$ cat src/rtl/decade_counter_chain.sv
// Multi-digit modulo-MODULUS up/down counter with parallel load, terminal
// count and wrap pulse. Each digit counts 0..MODULUS-1. A digit steps only
// when every lower digit sits at its rollover value for the current direction.
//
// Ports:
//   clk       rising-edge clock
//   rst       synchronous reset, active-high (count = 0, wrap = 0)
//   en        count enable, one step per clock while high
//   up        direction: 1 = increment, 0 = decrement
//   load      parallel load strobe (beats en, loses to rst)
//   load_val  load value, digit i in [i*DW +: DW], clamped to MODULUS-1
//   count     current value, digit 0 (least significant) in [DW-1:0]
//   tc        terminal count, combinational from en, up and count
//   wrap      registered one-cycle pulse after a full rollover
module decade_counter_chain #(
  parameter int unsigned DIGITS  = 2,
  parameter int unsigned MODULUS = 10,
  parameter int unsigned DW      = 4
) (
  input  logic                 clk,
  input  logic                 rst,
  input  logic                 en,
  input  logic                 up,
  input  logic                 load,
  input  logic [DIGITS*DW-1:0] load_val,
  output logic [DIGITS*DW-1:0] count,
  output logic                 tc,
  output logic                 wrap
);

  localparam logic [DW-1:0] DIGIT_MAX = DW'(MODULUS - 1);

  logic [DW-1:0] dig_q    [DIGITS];
  logic [DW-1:0] dig_step [DIGITS];
  logic [DW-1:0] dig_load [DIGITS];
  logic          all_edge;

  // Per-digit step values; the enable chain ripples through digits sitting
  // at their rollover value (max when counting up, zero when counting down).
  always_comb begin : step_logic
    logic chain;
    chain = 1'b1;
    for (int i = 0; i < int'(DIGITS); i++) begin
      dig_step[i] = dig_q[i];
      if (chain) begin
        if (up) begin
          dig_step[i] = (dig_q[i] == DIGIT_MAX) ? '0 : dig_q[i] + DW'(1);
        end else begin
          dig_step[i] = (dig_q[i] == '0) ? DIGIT_MAX : dig_q[i] - DW'(1);
        end
      end
      chain = chain & (up ? (dig_q[i] == DIGIT_MAX) : (dig_q[i] == '0));
    end
    all_edge = chain;
  end

  // Load fields clamped into the legal digit range.
  always_comb begin : load_clamp
    for (int i = 0; i < int'(DIGITS); i++) begin
      dig_load[i] = load_val[i*DW +: DW];
      if (load_val[i*DW +: DW] > DIGIT_MAX) begin
        dig_load[i] = DIGIT_MAX;
      end
    end
  end

  assign tc = en & all_edge;

  // Digit registers and wrap pulse; priority rst > load > en.
  always_ff @(posedge clk) begin
    if (rst) begin
      for (int i = 0; i < int'(DIGITS); i++) begin
        dig_q[i] <= '0;
      end
      wrap <= 1'b0;
    end else if (load) begin
      for (int i = 0; i < int'(DIGITS); i++) begin
        dig_q[i] <= dig_load[i];
      end
      wrap <= 1'b0;
    end else begin
      if (en) begin
        for (int i = 0; i < int'(DIGITS); i++) begin
          dig_q[i] <= dig_step[i];
        end
      end
      wrap <= tc;
    end
  end

  // Pack digits onto the output bus.
  always_comb begin : pack
    count = '0;
    for (int i = 0; i < int'(DIGITS); i++) begin
      count[i*DW +: DW] = dig_q[i];
    end
  end

endmodule
$ cat config.mk
export PLATFORM = sky130hd
export DESIGN_NAME = decade_counter_chain
export DESIGN_NICKNAME = d
export VERILOG_FILES = /design/src/rtl/decade_counter_chain.sv
export SDC_FILE = /design/constraint.sdc
export NUM_CORES = 1
export LEC_CHECK = 0
export CAP_MARGIN = 25
export CORE_ASPECT_RATIO = 0.7
export CORE_MARGIN = 4
export CORE_UTILIZATION = 35
export DETAILED_ROUTE_END_ITERATION = 16
export PLACE_DENSITY = 0.7
export SKIP_CTS_REPAIR_TIMING = 1
export SLEW_MARGIN = 20
export SYNTH_ARGS = -nofsm -noshare
export SYNTH_HDL_FRONTEND = slang
export SYNTH_SLANG_ARGS = --single-unit
$ cat constraint.sdc
create_clock -name clk -period 2.38 [get_ports clk]
set_input_delay 0.595 -clock clk [delete_from_list [all_inputs] [get_ports clk]]
set_output_delay 0.595 -clock clk [all_outputs]
set_load 0.005 [all_outputs]
==> flow_summary_export.csv, run 1 <==
group,metric,value,unit
status,outcome,"complete, no violations",
place,io_buffers,22,
place,dpl_cell_area,1055,um^2
yosys,synth_nets,111,
floorplanning,row_count,13,
setup_path,reg2reg_depth,5,
cts,cts.sinks,9,
routing,viasPerCell,5.129,
yosys,synth_top_area_share,31.37,%
grt,grt_pass1_vias,730,
routing,drc,0,
yosys,synthTopCellsByArea,"edfxtp_1 31%, o21ai_0 9.2%, nand2_1 6.4%, clkbuf_1 3.9%, a221oi_1 3.4%",
yosys,yosysMostFrequentCell,"o21ai_0",
setup_path,end_kind,"output pin",
setup_path,cp_max_fo,5,
yosys,yosys.cell_types.count,34,
layout,nets,139,
yosys,synth_top_area_cell,"edfxtp_1",
yosys,synth_commonest_cells,"14 x o21ai_0, 13 x nand2_1, 8 x clkbuf_1, 8 x edfxtp_1, 6 x nor2_1",
floorplanning,io_pins,23,
yosys,synth_edf_count,8,
place,placed_cells,150,
layout,area_growth,43.14,%
yosys,ys_seq_elements,9,
sta,clock_skew,0.002565,ns
sta,finalSetupViolations,0,
sta,worst_slack,0.08730,ns
yosys,async_flop_share,0,%
grt,antenna_found_initial,0,
floorplanning,initial_core_util,38.91,%
cts,cts_made_buffers,3,
floorplanning,die_h,47.14,um
place,post-place-ws,-0.6516,ns
sta,whs,0.6450,ns
sta,max_freq,436.2,MHz
setup_path,worstReg2RegEnd,"dig_q[0][2]",
cts,cts_tree,"done",
routing,routed_wl,1929,um
routing,drt-pass1-iter-count,4,
setup_path,cp-startpoint,"up",
grt,grt_max_degree,14,
place,dp_hpwl,1529,um
yosys,syn_area,765.7,um^2
layout,multiInputGateArea,454.2,um^2
setup_path,arrival,1.70,ns
sta,relSlewSlack,74.36,%
layout,register_area,260.3,um^2
power_and_ir_drop,p_total,0.4955,mW
sta,finalHoldViolations,0,
sta,fin_crit,2.293,ns
hold_path,hp-class,"flop to flop",
layout,final_cell_area,1096,um^2
power_and_ir_drop,irDropWorstVdd,0.2346,mV
setup_path,cp-start-kind,"primary input",
grt,grt_pass1_wl,3194,um
floorplanning,fp.coreArea,1968,um^2
place,routabilityCongestion,0.7305,
layout,diodes,0,
yosys,ys_seq_area_share,33.99,%
setup_path,reg2reg_from,"dig_q[0][0]",
cts,clockBufferDepth,2,
setup_path,rrSetupSlack,0.69,ns
yosys,synthCells,98,
routing,vias,795,
routing,ant_nets,0,
grt,grtUsageTotal,13.86,%
cts,htreeDepth,1,
routing,drt_iter0_drc,36,
cts,ctsRootBufferMaster,"clkbuf_4",
setup_path,endpoint,"tc",
yosys,synth_ff_type,"edfxtp_1",
floorplanning,die_w,63.91,um
job,max_cap_viol_count,0,
layout,layout.cells.non_filler,155,
sta,report.final.slew_viol_count,0,
power_and_ir_drop,power_leakage,0.4123,nW
layout,fillers,180,
yosys,synth.avg_cell_area,7.814,um^2
grt,grt_overflow,0,
power_and_ir_drop,power_density,452.0,nW/um^2
setup_path,worstSetupPathType,"primary input to output pin",
routing,wl_per_cell,12.45,um
layout,drive_above_1_share,16.80,%
sta,rsz0062_at_grt,"false",
cts,clk_latency,0.26,ns
setup_path,required,1.78,ns
sta,post-route-period-util,96.33,%
floorplanning,die-area,3012,um^2
cts,path_clk_slew,0.06,ns
sta,worst_pin_slew,0.3811,ns
yosys,yosys_warnings,0,
[through the flow]
| stage | setup TNS (ns) | util, % |
|---|---|---|
| detailed placement | -0.7347 | 53.59 |
| global route | 0 | 55.69 |
| CTS | -0.6504 | 54.93 |
| floorplan | 0 | - |
| global placement | -0.6419 | 53.59 |
| finish | 0 | 55.69 |
[metal layers]
metal	vias to the layer above	GRT usage, %	share of wire (%)
li1	412	-	-
met1	357	19.59	49
met2	22	21.97	46
met3	4	0.9569	3.7
met4	0	6.867	1.4
met5	-	0	0
[flip-flops by register name, summed over array words and instances (netlist names)]
signal / count
dig_q: 8
wrap: 1
[logic make-up (layout without fill, tap and decap cells)]
group / count (synthesis) / count (layout) / synth area share, %
AND/OR/NAND/NOR: 40 / 40 / 26.80
AO/OA/AOI/OAI: 31 / 31 / 26.14
buffers and inverters: 14 / 41 / 8.170
flip-flops: 9 / 9 / 33.99
XOR/XNOR: 2 / 2 / 2.288
multiplexers: 2 / 2 / 2.614
[area by class of cell]
type | count | area share [%]
inverter | 3 | 1.027
clock buffer | 4 | 2.397
sequential | 9 | 23.74
timing repair buffer | 34 | 27.97
multi-input combinational | 75 | 41.44
tap | 30 | 3.425
[critical path: stages]
cell       delay (ns)
clkbuf_2         0.12
buf_6            0.13
nor3_4           0.16
o211ai_1         0.15
a2111oi_2        0.36
buf_2            0.18
[report_power, final]
group | internal, mW | total (mW) | leakage (nW) | switching (mW)
Clock | 0.0642 | 0.112 | 0.0150 | 0.0477
Sequential | 0.188 | 0.197 | 0.0979 | 0.00977
Combinational | 0.0985 | 0.186 | 0.299 | 0.0877
[layout by cell type, fill, tap and decap left out, types with 2 or more instances in the layout]
master	Yosys	routed
a221oi_1	3	3
a21oi_1	3	3
edfxtp_1	8	8
clkdlybuf4s50_1	0	19
or3_1	2	2
and2_1	2	2
nor2b_1	4	4
xnor2_1	2	2
buf_4	0	11
o22ai_1	3	3
nand2_1	13	13
clkbuf_4	0	3
nor4_1	2	2
inv_1	3	3
mux2i_1	2	2
nor2_1	6	6
o21a_1	2	2
o21ai_0	14	14
nand3_1	3	3
[worst min-delay path by stage]
| stage | end | slack, ns | start | cells after the start |
|---|---|---|---|---|
| 2_1_floorplan | wrap | 0.64 | dig_q[0][5] | 2 |
| 3_3_place_gp | wrap | 0.65 | dig_q[0][6] | 2 |
| 3_5_place_dp | wrap | 0.65 | dig_q[0][5] | 2 |
| 4_1_cts | wrap | 0.66 | dig_q[0][5] | 2 |
| 5_1_grt | wrap | 0.67 | dig_q[0][6] | 2 |
| 6_report | wrap | 0.64 | dig_q[0][6] | 2 |
(Power assumes the default switching activity.)
==> run 2: changes to the inputs <==
--- a/config.mk
+++ b/config.mk
@@ -10,7 +10,8 @@
 export CORE_MARGIN = 4
 export CORE_UTILIZATION = 35
 export DETAILED_ROUTE_END_ITERATION = 16
-export PLACE_DENSITY = 0.7
+export DONT_BUFFER_PORTS = 1
+export PLACE_DENSITY = 0.57
 export SKIP_CTS_REPAIR_TIMING = 1
 export SLEW_MARGIN = 20
 export SYNTH_ARGS = -nofsm -noshare
==> run 2 against run 1 <==
Worst hold slack worse by 0.12 ns. Total power is 14% lower. Sequential power is 9.6% higher. First-iteration DRC count is 42% lower. Setup slack better by 0.11 ns. Routed wire length is 15% lower. Critical path type is now flop to output pin. Sequential cell count stayed put. Sequential share of layout area is 9.1 points higher. Largest power group unchanged. Count of clock-buffer cells in the layout stayed put. Via count is 16% lower. Maximum frequency is 5.0% higher. Final area is 28% lower.
==> flow_summary_export.csv, run 2 (synthesis results as in run 1) <==
group,metric,value,unit
layout,largest-register,"dig_q",
cts,ctsRootBufferMaster,"clkbuf_4",
cts,cts.sinks,9,
sta,worst_pin_slew,0.4587,ns
routing,wl_per_cell,13.31,um
setup_path,reg2reg_from,"dig_q[0][6]",
place,dpl_cell_area,767.0,um^2
sta,rsz0062_at_grt,"false",
layout,largestRegisters,"dig_q: 8 flops, wrap: 1 flops",
floorplanning,fp.coreArea,1968,um^2
sta,max_freq,457.9,MHz
cts,path_clk_slew,0.06,ns
job,max_cap_viol_count,0,
cts,htreeDepth,1,
layout,layout_commonest_cell,"o21ai_0",
setup_path,cp.depth,3,
setup_path,required,1.78,ns
sta,setup_tns,0,ns
hold_path,hp-class,"primary input to flop",
cts,cts_made_buffers,3,
grt,grt_max_degree,24,
setup_path,cp_max_fo,12,
setup_path,crit_chain,"and3_1, o211ai_1, a2111oi_2",
floorplanning,io_pins,23,
setup_path,reg2reg_depth,4,
sta,finalSetupViolations,0,
setup_path,worstSetupPathType,"flop to output pin",
routing,drt-pass1-iter-count,4,
layout,final_cell_area,793.3,um^2
layout,utilization,40.31,%
setup_path,arrival,1.59,ns
grt,grtUsageTotal,11.51,%
layout,area_growth,3.595,%
layout,fillers,213,
routing,vias,671,
floorplanning,die_h,47.14,um
setup_path,cp-startpoint,"dig_q[0][0]",
setup_path,crit_buf_inv,0,
setup_path,slowest_delay,0.58,ns
status,outcome,"complete, no violations",
routing,routed_wl,1637,um
grt,grt_pass1_vias,596,
floorplanning,die-area,3012,um^2
floorplanning,die_w,63.91,um
cts,clockBufferDepth,2,
place,dp_hpwl,1196,um
setup_path,end_kind,"output pin",
layout,largest_reg_flops,8,
floorplanning,row_count,13,
routing,viasPerCell,5.455,
cts,cts_tree,"done",
power_and_ir_drop,power_leakage,0.2643,nW
setup_path,rrSetupSlack,0.69,ns
power_and_ir_drop,power_density,536.0,nW/um^2
setup_path,cp-start-kind,"flop",
grt,grt_overflow,0,
sta,report.final.slew_viol_count,0,
routing,drc,0,
routing,ant_nets,0,
sta,clock_skew,0.002475,ns
sta,finalHoldViolations,0,
cts,clk_latency,0.26,ns
power_and_ir_drop,irDropWorstVdd,0.2677,mV
layout,diodes,0,
setup_path,endpoint,"tc",
routing,drt_iter0_drc,21,
layout,multiInputGateArea,442.9,um^2
layout,drive_above_1_share,8.602,%
grt,antenna_found_initial,0,
setup_path,cpLargestDelayFamily,"flip-flops",
place,placed_cells,119,
place,routabilityCongestion,0.7594,
sta,relSlewSlack,69.36,%
grt,grt_pass1_wl,2642,um
layout,nets,107,
setup_path,worstReg2RegEnd,"dig_q[0][7]",
setup_path,crit_slowest_cell,"edfxtp_1",
sta,post-route-period-util,91.77,%
layout,layout.cells.non_filler,123,
place,io_buffers,0,
layout,final_cell_mix,"14 x o21ai_0, 13 x nand2_1, 8 x edfxtp_1",
layout,register_area,260.3,um^2
sta,fin_crit,2.184,ns
floorplanning,initial_core_util,38.91,%
## run 2: changes by cell type in the layout (fill, tap and decap cells not counted)
cell | previous run | this run
nor3_1 | 0 | 1
dlymetal6s2s_1 | 1 | 0
buf_2 | 1 | 0
clkdlybuf4s50_1 | 19 | 0
clkbuf_2 | 1 | 0
nor3_4 | 1 | 0
buf_4 | 11 | 2
buf_6 | 1 | 0
## run 2: through the flow
stage / hold WS (ns) / setup slack, ns / power [mW]
4_1_cts: 0.5240 / 0.1942 / 0.4251
3_5_place_dp: 0.7536 / 0.3661 / 0.3099
3_3_place_gp: 0.7240 / 0.3861 / 0.3067
6_report: 0.5236 / 0.1960 / 0.4252
5_1_grt: 0.5287 / 0.08493 / 0.4501
2_1_floorplan: 0.6416 / 0.4667 / 0.2971
## run 2: cell type report
cell class	instances	area share, %
Inverter	3	1.420
Tap cell	30	4.732
Timing Repair Buffer	2	1.893
Sequential cell	9	32.81
Multi-Input combinational cell	75	55.84
Clock buffer	4	3.312
## run 2: power by group
part,internal (mW),switching (mW)
logic,0.0449,0.0464
clock network,0.0646,0.0528
registers,0.188,0.0286
## run 2: metal layers
| metal | track usage (%) | share of wire (%) |
|---|---|---|
| met4 | 6.438 | 0.49 |
| met2 | 16.02 | 41 |
| met1 | 16.91 | 54 |
| met5 | 0 | 0 |
| met3 | 1.914 | 4.9 |
## run 2: how the worst min path moves through the flow
stage / endpoint / cells past startpoint / slack [ns] / start
2_1_floorplan: wrap / 2 / 0.64 / dig_q[0][5]
3_3_place_gp: wrap / 3 / 0.72 / dig_q[0][4]
3_5_place_dp: wrap / 3 / 0.75 / dig_q[0][4]
4_1_cts: dig_q[0][5] / 2 / 0.52 / load_val[5]
5_1_grt: dig_q[0][7] / 2 / 0.53 / load_val[7]
6_report: dig_q[0][5] / 2 / 0.52 / load_val[5]
